## src/rtl/placar_pkg.sv

```systemverilog
// rtl/placar_pkg.sv - shared types and constants for the scoreboard controller
package placar_pkg;

    localparam int LARGURA_PLACAR = 7;

    localparam logic [1:0] PONTO_A = 2'd1;
    localparam logic [1:0] PONTO_B = 2'd2;
    localparam logic [1:0] PONTO_C = 2'd3;

    typedef enum logic [1:0] {
        OCIOSO,
        CALCULA,
        VERIFICA,
        ESPERA_SOLTA
    } estado_t;

    // Highest pressed button wins when several are held together.
    function automatic logic [1:0] valor_pontos(input logic a, input logic b, input logic c);
        if (c)      return PONTO_C;
        else if (b) return PONTO_B;
        else if (a) return PONTO_A;
        else        return 2'd0;
    endfunction

endpackage

```

## src/rtl/debounce_botao.sv

```systemverilog
// rtl/debounce_botao.sv - two-flop synchronizer plus stability counter for one button
module debounce_botao #(
    parameter int DEBOUNCE_CYCLES = 16
) (
    input  logic clk,
    input  logic rst_n,
    input  logic bruto,
    output logic nivel
);

    localparam int CW = $clog2(DEBOUNCE_CYCLES + 1);

    logic          sinc1;
    logic          sinc2;
    logic [CW-1:0] cont;

    // The level flips only after DEBOUNCE_CYCLES consecutive samples that disagree with it.
    always_ff @(posedge clk or negedge rst_n) begin
        if (!rst_n) begin
            sinc1 <= 1'b0;
            sinc2 <= 1'b0;
            cont  <= '0;
            nivel <= 1'b0;
        end else begin
            sinc1 <= bruto;
            sinc2 <= sinc1;
            if (sinc2 == nivel) begin
                cont <= '0;
            end else if (cont == CW'(DEBOUNCE_CYCLES - 1)) begin
                nivel <= sinc2;
                cont  <= '0;
            end else begin
                cont <= cont + CW'(1);
            end
        end
    end

endmodule

```

## src/rtl/controlador_placar.sv

```systemverilog
// rtl/controlador_placar.sv - sequences the shared adder/subtractor between the two team scores
module controlador_placar
    import placar_pkg::*;
#(
    parameter int DEBOUNCE_CYCLES = 16,
    parameter int LIMITE          = 99
) (
    input  logic                      clk,
    input  logic                      rst_n,
    input  logic                      btn_a,
    input  logic                      btn_b,
    input  logic                      btn_c,
    input  logic                      chave_neg,
    input  logic                      sel_time,
    input  logic                      zerar,
    output logic [LARGURA_PLACAR-1:0] ops_a,
    output logic [1:0]                ops_b,
    output logic                      ops_sub,
    input  logic [LARGURA_PLACAR-1:0] ops_s,
    input  logic                      ops_cout,
    output logic [LARGURA_PLACAR-1:0] placar_t0,
    output logic [LARGURA_PLACAR-1:0] placar_t1,
    output logic                      invalido,
    output logic                      alerta,
    output logic                      ocupado
);

    localparam logic [LARGURA_PLACAR-1:0] LIMITE_P = LARGURA_PLACAR'(LIMITE);

    logic [2:0] nivel;
    logic       qualquer;
    logic       qualquer_ant;
    logic       evento;
    logic       aceito;
    logic       time_lat;
    estado_t    estado;

    debounce_botao #(.DEBOUNCE_CYCLES(DEBOUNCE_CYCLES)) u_deb_a (
        .clk   (clk),
        .rst_n (rst_n),
        .bruto (btn_a),
        .nivel (nivel[0])
    );

    debounce_botao #(.DEBOUNCE_CYCLES(DEBOUNCE_CYCLES)) u_deb_b (
        .clk   (clk),
        .rst_n (rst_n),
        .bruto (btn_b),
        .nivel (nivel[1])
    );

    debounce_botao #(.DEBOUNCE_CYCLES(DEBOUNCE_CYCLES)) u_deb_c (
        .clk   (clk),
        .rst_n (rst_n),
        .bruto (btn_c),
        .nivel (nivel[2])
    );

    assign qualquer = |nivel;
    assign evento   = qualquer & ~qualquer_ant & (estado == OCIOSO);

    // Carry out means "no overflow" for add is 0, "no borrow" for subtract is 1.
    assign aceito  = ops_sub ? ops_cout : ~ops_cout;
    assign alerta  = (placar_t0 > LIMITE_P) | (placar_t1 > LIMITE_P);
    assign ocupado = (estado != OCIOSO);

    always_ff @(posedge clk or negedge rst_n) begin
        if (!rst_n) begin
            estado       <= OCIOSO;
            qualquer_ant <= 1'b0;
            time_lat     <= 1'b0;
            ops_a        <= '0;
            ops_b        <= '0;
            ops_sub      <= 1'b0;
            placar_t0    <= '0;
            placar_t1    <= '0;
            invalido     <= 1'b0;
        end else begin
            qualquer_ant <= qualquer;
            if (zerar) begin
                estado    <= OCIOSO;
                time_lat  <= 1'b0;
                ops_a     <= '0;
                ops_b     <= '0;
                ops_sub   <= 1'b0;
                placar_t0 <= '0;
                placar_t1 <= '0;
                invalido  <= 1'b0;
            end else begin
                case (estado)
                    OCIOSO: begin
                        if (evento) begin
                            // Operands are registered here so they are stable through CALCULA and VERIFICA.
                            ops_a    <= sel_time ? placar_t1 : placar_t0;
                            ops_b    <= valor_pontos(nivel[0], nivel[1], nivel[2]);
                            ops_sub  <= chave_neg;
                            time_lat <= sel_time;
                            estado   <= CALCULA;
                        end
                    end
                    CALCULA: begin
                        estado <= VERIFICA;
                    end
                    VERIFICA: begin
                        if (aceito) begin
                            if (time_lat) placar_t1 <= ops_s;
                            else          placar_t0 <= ops_s;
                            invalido <= 1'b0;
                        end else begin
                            invalido <= 1'b1;
                        end
                        ops_a   <= '0;
                        ops_b   <= '0;
                        ops_sub <= 1'b0;
                        estado  <= ESPERA_SOLTA;
                    end
                    ESPERA_SOLTA: begin
                        if (!qualquer) estado <= OCIOSO;
                    end
                    default: estado <= OCIOSO;
                endcase
            end
        end
    end

endmodule

```

## config.mk

```make
export PLATFORM = sky130hd
export DESIGN_NAME = controlador_placar
export DESIGN_NICKNAME = d
export VERILOG_FILES = /design/src/rtl/placar_pkg.sv /design/src/rtl/debounce_botao.sv /design/src/rtl/controlador_placar.sv
export SDC_FILE = /design/constraint.sdc
export NUM_CORES = 1
export LEC_CHECK = 0
export ABC_AREA = 1
export BUFFER_PORTS_ARGS = -buffer_cell sky130_fd_sc_hd__buf_2
export CAP_MARGIN = 15
export CORE_MARGIN = 1
export CORE_UTILIZATION = 35
export DETAILED_ROUTE_END_ITERATION = 10
export GPL_ROUTABILITY_DRIVEN = 1
export PLACE_DENSITY = 0.51
export SYNTH_ARGS = -nofsm -noshare
export SYNTH_HDL_FRONTEND = slang
export SYNTH_SLANG_ARGS = --single-unit
```

## constraint.sdc

```tcl
create_clock -name clk -period 1.6 [get_ports clk]
set_input_delay 0.08 -clock clk [delete_from_list [all_inputs] [get_ports clk]]
set_output_delay 0.08 -clock clk [all_outputs]
set_load 0.05 [all_outputs]
```

[Word level (Yosys, flattened, before mapping)]
Index checks and enable logic that the tools add are counted.
Operators by class
  equal/unequal tests: 12
  $add $sub $neg: 3
  reductions and logical operators: 17
  muxes and demuxes: 38
  magnitude comparators: 2
  bitwise operators: 8
Operators with widths (count)
  $mux W7: 11
  $mux W5: 6
  $add A5 B1 Y5 const B: 3
  $eq A5 B4 Y1 const B: 3
  $gt A7 B7 Y1 const B: 2
  $mux W2: 7
  $pmux W7 S2: 1
  $reduce_and A2 Y1: 6
  $reduce_bool A2 Y1: 6
  $mux W1: 10
  $pmux W2 S4: 1
  $ne A3 B3 Y1 const B: 2
  $reduce_and A3 Y1: 2
  $not A1 Y1: 5
  $eq A2 B2 Y1 const B: 2
  $pmux W2 S2: 1
  $eq A1 B1 Y1: 3
  $reduce_bool A3 Y1: 1
  $reduce_or A3 Y1: 1
  $and A1 B1 Y1: 2
  $eq A2 B1 Y1 const B: 1
  $logic_not A2 Y1: 1
  $ne A2 B2 Y1 const B: 1
  $pmux W1 S2: 1
  $or A1 B1 Y1: 1
Storage, ports and cells
  flip-flop bits (word level): 53
  word-level logic and storage cells: 101

[Logic depth before layout (Yosys ltp)]
  depth in word-level cells: 6
  depth in mapped cells: 9

[By module]
A second synthesis with hierarchy kept.
Unflattened totals
  cell total of the unflattened synthesis: 286
  area, all modules: 2483.6 sq um
Modules (own cells, without submodules)
  controlador_placar: cells each 181, instances 1, area an instance 1515.2 sq um
  debounce_botao: cells each 35, instances 3, area an instance 322.8 sq um

[Worst setup path before layout]
OpenSTA, ideal clock, no wires.
  path kind: reg2out
  start: register placar_t0[4]
  end: output alerta
  buffers on the path: 0
  slack: -0.023 ns
  stages on the path, launching flop included: 3
  arrival time: 1.543 ns
  path through: dfrtp_1 > nor3_1 > o22ai_1
Between the ends
  word-level cells in the longest chain between the ends: 2
Ends and longest elaborated chain
  start: declaration: line controlador_placar.sv:21  | output logic [LARGURA_PLACAR-1:0] placar_t0,
  start signal: assignment: line controlador_placar.sv:107  | else placar_t0 <= ops_s;
  $gt A7 B7 Y1: line controlador_placar.sv:64  | assign alerta = (placar_t0 > LIMITE_P) | (placar_t1 > LIMITE_P);
  $or A1 B1 Y1: line controlador_placar.sv:64
  end: declaration: line controlador_placar.sv:24  | output logic alerta,
Every way passes these cells.

[Worst setup path after layout]
  start: register estado[0]
  end: register placar_t1[2]
Between the ends
  word-level cells in the longest chain between the ends: 3
Ends and longest elaborated chain
  start: declaration: line controlador_placar.sv:36  | estado_t estado;
  start signal: assignment: line controlador_placar.sv:69  | estado <= OCIOSO;
  start signal: assignment: line controlador_placar.sv:81  | estado <= OCIOSO;
  start signal: assignment: line controlador_placar.sv:98  | estado <= CALCULA;
  $eq A2 B2 Y1: line controlador_placar.sv:90  | case (estado)
  $reduce_bool A2 Y1 (no source line)
  $reduce_and A3 Y1 (no source line)
  end signal: assignment: line controlador_placar.sv:106  | if (time_lat) placar_t1 <= ops_s;
  end: declaration: line controlador_placar.sv:22  | output logic [LARGURA_PLACAR-1:0] placar_t1,
Every way passes these cells.
A chain may end at the register's enable or synchronous reset.

==> impl_metrics.py <==
metrics = {
    "setup_path": {
        "arrival_ns": 1.67,
        "worst_ep_required_time_ns": 1.79,
        "crit_path_start_kind": "flop",
        "r2r_end": "placar_t1[2]",
        "worst-path-max-fanout": 14,
        "cp-endpoint": "placar_t1[2]",
        "rrSetupSlack_ns": 0.13,
        "startpoint": "estado[0]",
        "ff2ff_path_depth": 7,
        "r2r_start": "estado[0]",
        "critPathKind": "flop to flop",
        "cp-end-kind": "flop",
    },
    "floorplanning": {
        "fp.coreArea_um2": 6490,
        "dieArea_um2": 7230,
        "top_level_ports": 43,
        "start_util_pct": 37.1,
        "dieWidth_um": 85,
        "die_h_um": 85,
        "fp-row-count": 29,
    },
    "grt": {
        "grt_pass1_vias": 1772,
        "grt_max_degree": 54,
        "grt_use_total_pct": 14.8,
        "grt_pass1_wl_mm": 8.45,
        "overflow": 0,
        "grt_antenna_before_repair": 0,
    },
    "finish": {
        "antennaDiodeCount": 0,
        "fillers": 671,
        "post-route-cell-area_um2": 2860,
        "drive_above_1_share_pct": 24.8,
        "area_growth_pct": 18.4,
        "final_nets": 338,
        "utilization_pct": 44.0,
    },
    "placement": {
        "port_buffers": 42,
        "hpwl_mm": 3.55,
        "place.gp.congestion": 0.823,
        "placed_area_um2": 2720,
    },
    "sta": {
        "fin_crit_sh_pct": 92.2,
        "finalHoldViolCount": 0,
        "setup_viol": 0,
        "tightestPinTransition_ns": 0.303,
        "rsz0062_at_grt": "false",
        "slew_viol_final": 0,
        "tns_ns": 0,
        "timing.fmax_mhz": 678,
        "finalClockSkew_ns": 0.00594,
        "period_minus_slack_ns": 1.47,
        "maxSlewHeadroom_pct": 79.7,
    },
    "yosys": {
        "post_synth.cell_area_avg_um2": 9.17,
        "syn-cell-area_um2": 2410,
        "synth_nets": 286,
        "ys_warn_count": 0,
        "ys_ff_latch": 53,
        "ys_seq_area_share_pct": 55.0,
        "synthDistinctLibCells": 23,
        "syn_inst": 263,
    },
    "power": {
        "irDropWorstVdd_uv": 639,
        "p_total_mw": 4.08,
        "cellLeakagePower_nw": 1.45,
        "powerDensity_nw_per_um2": 1430,
    },
    "cts": {
        "cts_max_path_buffers": 2,
        "clock_latency_ns": 0.29,
        "cts.clk_slew.worst_paths_ns": 0.09,
        "htreeDepth": 2,
        "cts_tree": "built",
        "cts_inserted_buffers": 5,
        "clock_sinks": 53,
        "cts_root_buf": "clkbuf_8",
    },
    "detailed_routing": {
        "routed_wl_mm": 4.84,
        "dr.first_iter.drc_count": 53,
        "vias": 1774,
        "antenna_left": 0,
        "first_pass_iters": 4,
        "wl_per_cell_um": 12.3,
        "drc_errors": 0,
        "vias_per_cell": 4.53,
    },
    "worst_hold_path": {
        "holdCritStartpoint": "ops_s[4]",
        "hp-class": "primary input to flop",
    },
    "job": {
        "maxCapViolations": 0,
    },
    "status": {
        "status": "finished, final reports clean",
    },
}
==> metrics by stage <==
step / std cells / setup WS (ns) / hold WS (ns)
5_1_grt: 392 / 0.00205 / 0.0704
3_3_place_gp: 381 / 0.135 / 0.100
4_1_cts: 392 / 0.0647 / 0.0725
2_1_floorplan: 263 / 0.0143 / -0.216
6_report: 392 / 0.125 / 0.0784
3_5_place_dp: 381 / 0.0913 / 0.0983
==> area by class of cell <==
class / instances / area (um2) / area share, %
timing repair buffer: 51 / 300 / 10.5
tap: 77 / 96.3 / 3.37
multi-input combinational: 185 / 975 / 34.1
sequential: 53 / 1330 / 46.5
inverter: 19 / 71.3 / 2.50
clock buffer: 7 / 86.3 / 3.02
==> per-layer routing <==
metal	vias to the layer above	global-route usage [%]	wire length, um
li1	932	-	-
met1	812	20.4	2440
met2	28	23.7	2220
met3	2	3.31	149
met4	0	4.16	34
met5	-	0	0
==> cells by family after synthesis <==
group	after synthesis	share of synthesized area, %
and+or+nand+nor	144	25.4
adders and majority gates	7	3.63
AOI/OAI and AO/OA	28	8.51
DFF	53	55.0
xor gates and xnor gates	6	2.18
buffers and inverters	25	5.24
==> worst max-delay path, stage by stage, from the launching register on <==
cell	delay, ns
dfrtp_1	0.40
inv_1	0.11
ha_1	0.25
inv_1	0.11
o21ai_4	0.19
nand2_4	0.15
nand2_1	0.11
o21ai_2	0.05
==> power breakdown <==
group	internal (mW)	switching [mW]	total, mW	leakage, nW
Clock	0.345	0.405	0.750	0.0443
Combinational	0.407	1.21	1.62	0.711
Sequential	1.54	0.176	1.71	0.699
==> flip-flops by register name (all words and copies together), names as in the netlist <==
signal         cells
estado             2
invalido           1
ops_a              7
ops_b              2
ops_sub            1
placar_t0          7
placar_t1          7
qualquer_ant       1
time_lat           1
u_deb_a.cont       5
u_deb_a.nivel      1
u_deb_a.sinc1      1
u_deb_a.sinc2      1
u_deb_b.cont       5
u_deb_b.nivel      1
u_deb_b.sinc1      1
u_deb_b.sinc2      1
u_deb_c.cont       5
u_deb_c.nivel      1
u_deb_c.sinc1      1
u_deb_c.sinc2      1
==> worst min-delay path by stage <==
stage / to / slack, ns / depth (start not counted)
finish: placar_t1[4] / 0.08 / 3
global route: placar_t1[1] / 0.07 / 3
CTS: placar_t1[3] / 0.07 / 3
detailed placement: u_deb_c.cont[3] / 0.1 / 2
global placement: u_deb_c.cont[0] / 0.10 / 2
floorplan: estado[0] / -0.22 / 0
==> repair_timing <==
item | 4_1_cts | 5_1_grt
endpoints found under the setup margin | 0 | 14
hold endpoints to repair | 56 | 0
hold buffers | 4 | 0
setup buffers | 0 | 0
resized for setup | 0 | 3
==> cells in the mapped netlist <==
| cell | count | area share [%] |
|---|---|---|
| a21oi_1 | 9 | 1.9 |
| buf_2 | 2 | 0.42 |
| buf_6 | 4 | 1.9 |
| dfrtp_1 | 53 | 55 |
| ha_1 | 7 | 3.6 |
| inv_1 | 18 | 2.8 |
| inv_2 | 1 | 0.16 |
| nand2_1 | 80 | 12 |
| nand2_2 | 3 | 0.78 |
| nand2_4 | 1 | 0.47 |
| nand2b_1 | 3 | 0.78 |
| nand3_1 | 17 | 3.5 |
| nand3_2 | 1 | 0.42 |
| nor2_1 | 29 | 4.5 |
| nor2_2 | 2 | 0.52 |
| nor3_1 | 5 | 1.0 |
| nor3b_1 | 3 | 0.93 |
| o21ai_0 | 3 | 0.62 |
| o21ai_2 | 14 | 5.1 |
| o21ai_4 | 1 | 0.67 |
| o22ai_1 | 1 | 0.26 |
| xnor2_1 | 3 | 1.1 |
| xor2_1 | 3 | 1.1 |
==> placed cells by master (no fill, tap or decap) <==
cell type and n:
a21oi_1 9, buf_12 1, buf_2 42, buf_4 4, clkbuf_1 1, clkbuf_8 6, dfrtp_1 53, dlygate4sd3_1 4
ha_1 7, inv_1 17, inv_2 2, nand2_1 80, nand2_2 2, nand2_4 2, nand2b_1 3, nand3_1 17
nand3_2 1, nor2_1 29, nor2_2 1, nor2_4 1, nor3_1 5, nor3b_1 3, o21ai_0 3, o21ai_2 14
o21ai_4 1, o22ai_2 1, xnor2_1 3, xor2_1 3
Power figures use the tool's default switching activity.
